File: src/rtl/frame_scanout_reader.sv
// Frame-buffer read engine: maps OLED pixel requests onto the read port of the selected frame
// and returns pixels after a fixed two-cycle latency. The frame can only change at index 0.
module frame_scanout_reader #(
   parameter int unsigned ADDR_W       = 15,
   parameter int unsigned DATA_W       = 16,
   parameter int unsigned FRAME_PIXELS = 6144,
   parameter int unsigned NUM_FRAMES   = 5,
   parameter int unsigned HOLD_W       = 8
) (
   input  logic              clk,
   input  logic              rst_n,
   input  logic              pixel_req,
   input  logic [12:0]       pixel_index,
   output logic [DATA_W-1:0] pixel_data,
   output logic              pixel_valid,
   output logic [ADDR_W-1:0] bram_addr,
   input  logic [DATA_W-1:0] bram_rdata,
   input  logic [2:0]        frame_sel,
   input  logic              play_en,
   input  logic [HOLD_W-1:0] hold_frames,
   output logic [2:0]        cur_frame,
   output logic              frame_start
);

   function automatic logic [ADDR_W-1:0] frame_base(input logic [2:0] f);
      return ADDR_W'(32'(f) * FRAME_PIXELS);
   endfunction

   logic [2:0]        cur_frame_r, next_frame_s;
   logic [ADDR_W-1:0] base_r, next_base_s, eff_base_s, addr_s;
   logic [HOLD_W-1:0] hold_r, next_hold_s;
   logic              play_prev_r, next_play_prev_s;
   logic              start_s, in_range_s;
   logic [ADDR_W-1:0] bram_addr_r;
   logic              v1_r, oor1_r, v2_r, oor2_r;
   logic [DATA_W-1:0] pixel_data_r;
   logic              pixel_valid_r, frame_start_r;

   assign start_s    = pixel_req && (pixel_index == 13'd0);
   assign in_range_s = (32'(pixel_index) < FRAME_PIXELS);

   // Frame selection decided at a frame start; all state holds otherwise.
   always_comb begin
      next_frame_s     = cur_frame_r;
      next_hold_s      = hold_r;
      next_play_prev_s = play_prev_r;
      next_base_s      = base_r;
      if (start_s) begin
         next_play_prev_s = play_en;
         if (!play_en) begin
            if (32'(frame_sel) < NUM_FRAMES) begin
               next_frame_s = frame_sel;
            end else begin
               next_frame_s = 3'd0;
            end
            next_hold_s = '0;
         end else if (!play_prev_r) begin
            // playback just enabled: show the current frame once and restart the hold count
            next_hold_s = '0;
         end else if (hold_r < hold_frames) begin
            next_hold_s = hold_r + HOLD_W'(1);
         end else begin
            next_hold_s = '0;
            if (32'(cur_frame_r) == (NUM_FRAMES - 32'd1)) begin
               next_frame_s = 3'd0;
            end else begin
               next_frame_s = cur_frame_r + 3'd1;
            end
         end
         next_base_s = frame_base(next_frame_s);
      end else begin
         next_hold_s = hold_r;
      end
   end

   // Address generation; index 0 already uses the newly selected base.
   always_comb begin
      eff_base_s = start_s ? next_base_s : base_r;
      if (in_range_s) begin
         addr_s = eff_base_s + ADDR_W'(pixel_index);
      end else begin
         addr_s = eff_base_s;
      end
   end

   // Frame state, request pipeline and registered outputs.
   always_ff @(posedge clk or negedge rst_n) begin
      if (!rst_n) begin
         cur_frame_r   <= 3'd0;
         base_r        <= '0;
         hold_r        <= '0;
         play_prev_r   <= 1'b0;
         bram_addr_r   <= '0;
         v1_r          <= 1'b0;
         oor1_r        <= 1'b0;
         v2_r          <= 1'b0;
         oor2_r        <= 1'b0;
         pixel_data_r  <= '0;
         pixel_valid_r <= 1'b0;
         frame_start_r <= 1'b0;
      end else begin
         cur_frame_r   <= next_frame_s;
         base_r        <= next_base_s;
         hold_r        <= next_hold_s;
         play_prev_r   <= next_play_prev_s;
         frame_start_r <= start_s;
         if (pixel_req) begin
            bram_addr_r <= addr_s;
         end
         v1_r          <= pixel_req;
         oor1_r        <= pixel_req && !in_range_s;
         v2_r          <= v1_r;
         oor2_r        <= oor1_r;
         pixel_valid_r <= v2_r;
         if (v2_r) begin
            pixel_data_r <= oor2_r ? '0 : bram_rdata;
         end
      end
   end

   assign pixel_data  = pixel_data_r;
   assign pixel_valid = pixel_valid_r;
   assign bram_addr   = bram_addr_r;
   assign cur_frame   = cur_frame_r;
   assign frame_start = frame_start_r;

endmodule
File: config.mk
export PLATFORM = sky130hd
export DESIGN_NAME = frame_scanout_reader
export DESIGN_NICKNAME = d
export VERILOG_FILES = /design/src/rtl/frame_scanout_reader.sv
export SDC_FILE = /design/constraint.sdc
export NUM_CORES = 1
export LEC_CHECK = 0
export CORE_ASPECT_RATIO = 1.75
export CORE_MARGIN = 3
export CORE_UTILIZATION = 40
export DETAILED_ROUTE_END_ITERATION = 8
export PLACE_DENSITY = 0.68
export SLEW_MARGIN = 25
export SYNTH_ARGS = -nofsm -noshare
export SYNTH_HDL_FRONTEND = slang
export SYNTH_SLANG_ARGS = --single-unit
File: constraint.sdc
create_clock -name clk -period 3.4 [get_ports clk]
set_clock_uncertainty 0.05 [all_clocks]
set_input_delay 0.85 -clock clk [delete_from_list [all_inputs] [get_ports clk]]
set_output_delay 0.85 -clock clk [all_outputs]
set_load 0.01 [all_outputs]
==> reports/summary.txt, run 1 <==
All-Layer GR Usage -> 20.9%
Cell Chain, Critical Path -> buf_8, inv_12, ha_4, a2111o_1, a32o_2, buf_6, buf_4, o211ai_1, a21oi_2, or2_4, fa_2, a2111oi_4, and2_4, a2bb2oi_2, nand3b_1
Fin. Hold Viols -> 0
sequential share of power -> 37.6%
number of global-route vias before repair -> 3853
antenna-violating nets left -> 0
Die Width -> 79.7 um
Top Layer Used -> met4
Synth area leaders -> dfrtp_1, ha_1, o21ai_0, and2_1, nand3b_1
met2 wire length -> 6110 um
Root Buffer -> clkbuf_16
input/output buffers -> 79
IO Count -> 80
PnR worst setup slack -> -0.417 ns
largest net degree at the start of global routing -> 34
layout cell share with drive strength beyond 1 -> 35.5%
met3 routed WL -> 521 um
Die ar. -> 0.0108 mm2
ys async rst share -> 100%
Power Internal -> 0.00165 W
clock power share -> 46.6%
wirelength, routed -> 11600 um
critical path class -> in -> reg
max incr delay on CP -> 0.50 ns
Num CTS Buffers -> 9
Clock Path Buffers -> 2
Yosys top cell by area -> dfrtp_1
Worst-Skew Late Latency -> 0.33 ns
top cell type's share of synthesized area -> 41.5%
Rows -> 46
Clock Sinks -> 63
GP Congestion -> 0.878
Pleak -> 2.84 nW
gr ovfl total -> 0
Period minus WS final -> 3.82 ns
outcome -> complete, but fails checks
Slew Limit Headroom -> 46.4%
hold_buf cts -> 0
Nets -> 657
Final Non-Filler Cells -> 713
most frequent cell after synthesis -> dfrtp_1
HP Class -> reg -> reg
syn_nets -> 479
Max Cap Viol -> 0
first-pass GRT wire length -> 17700 um
Seq/Total Area, Yosys -> 41.5%
crit start category -> primary input
Post-synth EDFFs -> 0
slowest stage cell on the critical path -> fa_2
drt wl/cell -> 16.3 um
vias -> 3845
crit path max fanout -> 4
wl on met1 -> 4470 um
RSZ-0062 raised after global routing -> yes
post-synthesis cell area -> 0.00380 mm2
Syn Inst Count -> 409
Slew @ Worst Pin -> 0.804 ns
DR pass1 iterations -> 4
number of vias per cell -> 5.39
failing checks -> setup timing
Comb pwr share -> 15.9%
Post-synth top cells -> dfrtp_1, o21ai_0, nand2_1
Worst VDD drop -> 0.000258 V
Core ar. -> 0.00915 mm2
drt initial violations -> 155
DRC viols -> 0
YS warnings -> 0
pre-CTS WS -> -1.11 ns
Crit path required time -> 3.55 ns
flops & latches, synth -> 63
clock slew seen by the registers of the worst setup and hold paths -> 0.05 ns
CTS tree -> done
fmax -> 0.262 GHz
switch share -> 23.5%
pwr dens -> 349 mW/mm2
Area growth syn-to-layout -> 62.8%
placed insts -> 671
Final period util -> 112%
HPWL Detailed -> 7890 um
Critical Path AT -> 3.96 ns
final setup fails -> 4
Avg Inst Size Synth -> 9.29 um2
Crit. End Element -> flop
Starting Density -> 41.5%
number of antenna violations at the first check in global routing -> 0
Slew Viols, Final -> 0
Die Ht -> 135 um
switching pwr -> 0.000509 W
count of cell types in the netlist -> 53
ys flop type -> dfrtp_1
H-tree Lvls -> 3
-- timing repair --
action / 4_1_cts / 5_1_grt
setup buffers: 14 / 13
resized for setup: 75 / 61
cloned: 0 / 0
endpoints found under the setup margin: 12 / 12
pin swaps: 33 / 43
hold endpoints to repair: 0 / 0
-- cell type report --
cell class	count	area [um2]
inverters	31	129
repair buffers	184	1550
multi-input cells	298	2450
clock inverters	5	80.1
flip-flops and latches	63	1580
clock buffers	11	253
diodes	1	2.50
fillers	660	2960
well taps	120	150
-- per-stage QoR --
step           instance area, um2  util, %  power, W  hold WS [ns]  setup TNS, ns
6_report                     6190     67.6   0.00216         0.302          -1.33
3_5_place_dp                 5370     58.7   0.00114         0.294          -9.39
3_3_place_gp                 5370     58.7   0.00114         0.283          -8.27
5_1_grt                      6190     67.6   0.00224         0.311          -1.83
4_1_cts                      6030     65.9   0.00217         0.305         -0.893
2_1_floorplan                3930        -  0.000937         0.281         -0.801
-- cell families after synthesis --
| logic type | count (synthesis) | synth area share, % |
|---|---|---|
| AOI/OAI and AO/OA | 117 | 20.0 |
| xor gates and xnor gates | 11 | 2.53 |
| adders and majority gates | 26 | 8.95 |
| buffers and inverters | 48 | 4.84 |
| DFF | 63 | 41.5 |
| muxes | 12 | 3.36 |
| and+or+nand+nor | 132 | 18.9 |
-- power groups by stage --
stage	clock network (W)	registers, W	logic (W)
2_1_floorplan	0	0.000837	0.000100
3_3_place_gp	0	0.000824	0.000313
3_5_place_dp	0	0.000825	0.000319
4_1_cts	0.00103	0.000812	0.000333
5_1_grt	0.00105	0.000818	0.000372
6_report	0.00101	0.000812	0.000344
-- state kept, by name, indices dropped and copies added, names as in the netlist, named ones only --
register and count:
base_r 12, bram_addr 15, cur_frame 2, frame_start 1, hold_r 8, oor1_r 1
oor2_r 1, pixel_data 16, pixel_valid 1, play_prev_r 1, v1_r 1, v2_r 1
-- cells in the final DEF, fill, tap and decap left out, types with 3 or more instances in the layout --
cell type        Yosys  layout
buf_4                1      97
dfrtp_1             63      63
clkdlybuf4s50_1      0      56
o21ai_0             39      32
nand2_1             33      31
inv_1               30      24
and2_1              24      20
nand3b_1            20      20
nor2_1              22      19
a21oi_1             18      12
ha_4                 0      12
clkbuf_2             0      12
o211ai_1            11      11
buf_6                0      10
ha_1                24       9
clkbuf_16            0       9
xnor2_1              8       8
nand3_1              8       8
a31oi_1              7       7
a21oi_2              0       6
nor3_1               7       6
a21o_1               6       5
inv_2                0       5
o21a_1               6       5
mux2i_1              9       5
o21ai_1              0       5
mux2i_2              0       4
and2_4               0       4
or3_1                4       4
o31ai_1              4       4
xor2_1               3       3
ha_2                 0       3
-- path summary, 6_finish.rpt --
path	start	end	slack, ns	depth (start not counted)
setup / recovery	hold_frames[1]	bram_addr[14]	-0.42	15
hold / removal	oor1_r	oor2_r	0.30	0
setup reg to reg	hold_r[3]	bram_addr[14]	-0.24	13
hold reg to reg	oor1_r	oor2_r	0.30	0
max in group asynchronous	rst_n	bram_addr[0]	2.25	2
min in group asynchronous	rst_n	hold_r[3]	0.34	1
-- critical path: cells and delay by family --
kind / cells / cell delay, ns
and+or+nand+nor: 3 / 0.56
AOI/OAI and AO/OA: 6 / 1.45
buffers and inverters: 4 / 0.42
adders and majority gates: 2 / 0.67
-- routing by layer --
| layer | vias up | global-route usage [%] |
|---|---|---|
| met1 | 1842 | 23.5 |
| met4 | 0 | 12.6 |
| met5 | - | 0 |
| met3 | 46 | 2.47 |
| li1 | 1821 | - |
| met2 | 136 | 36.7 |
(Power assumes the default switching activity.)
==> run 2: changes to the inputs <==
- CTS_CLUSTER_DIAMETER: default -> 40
- SLEW_MARGIN: 25 -> 20
==> results of run 2 <==
No change in the layout: final DEF, timing and power equal those of run 1.
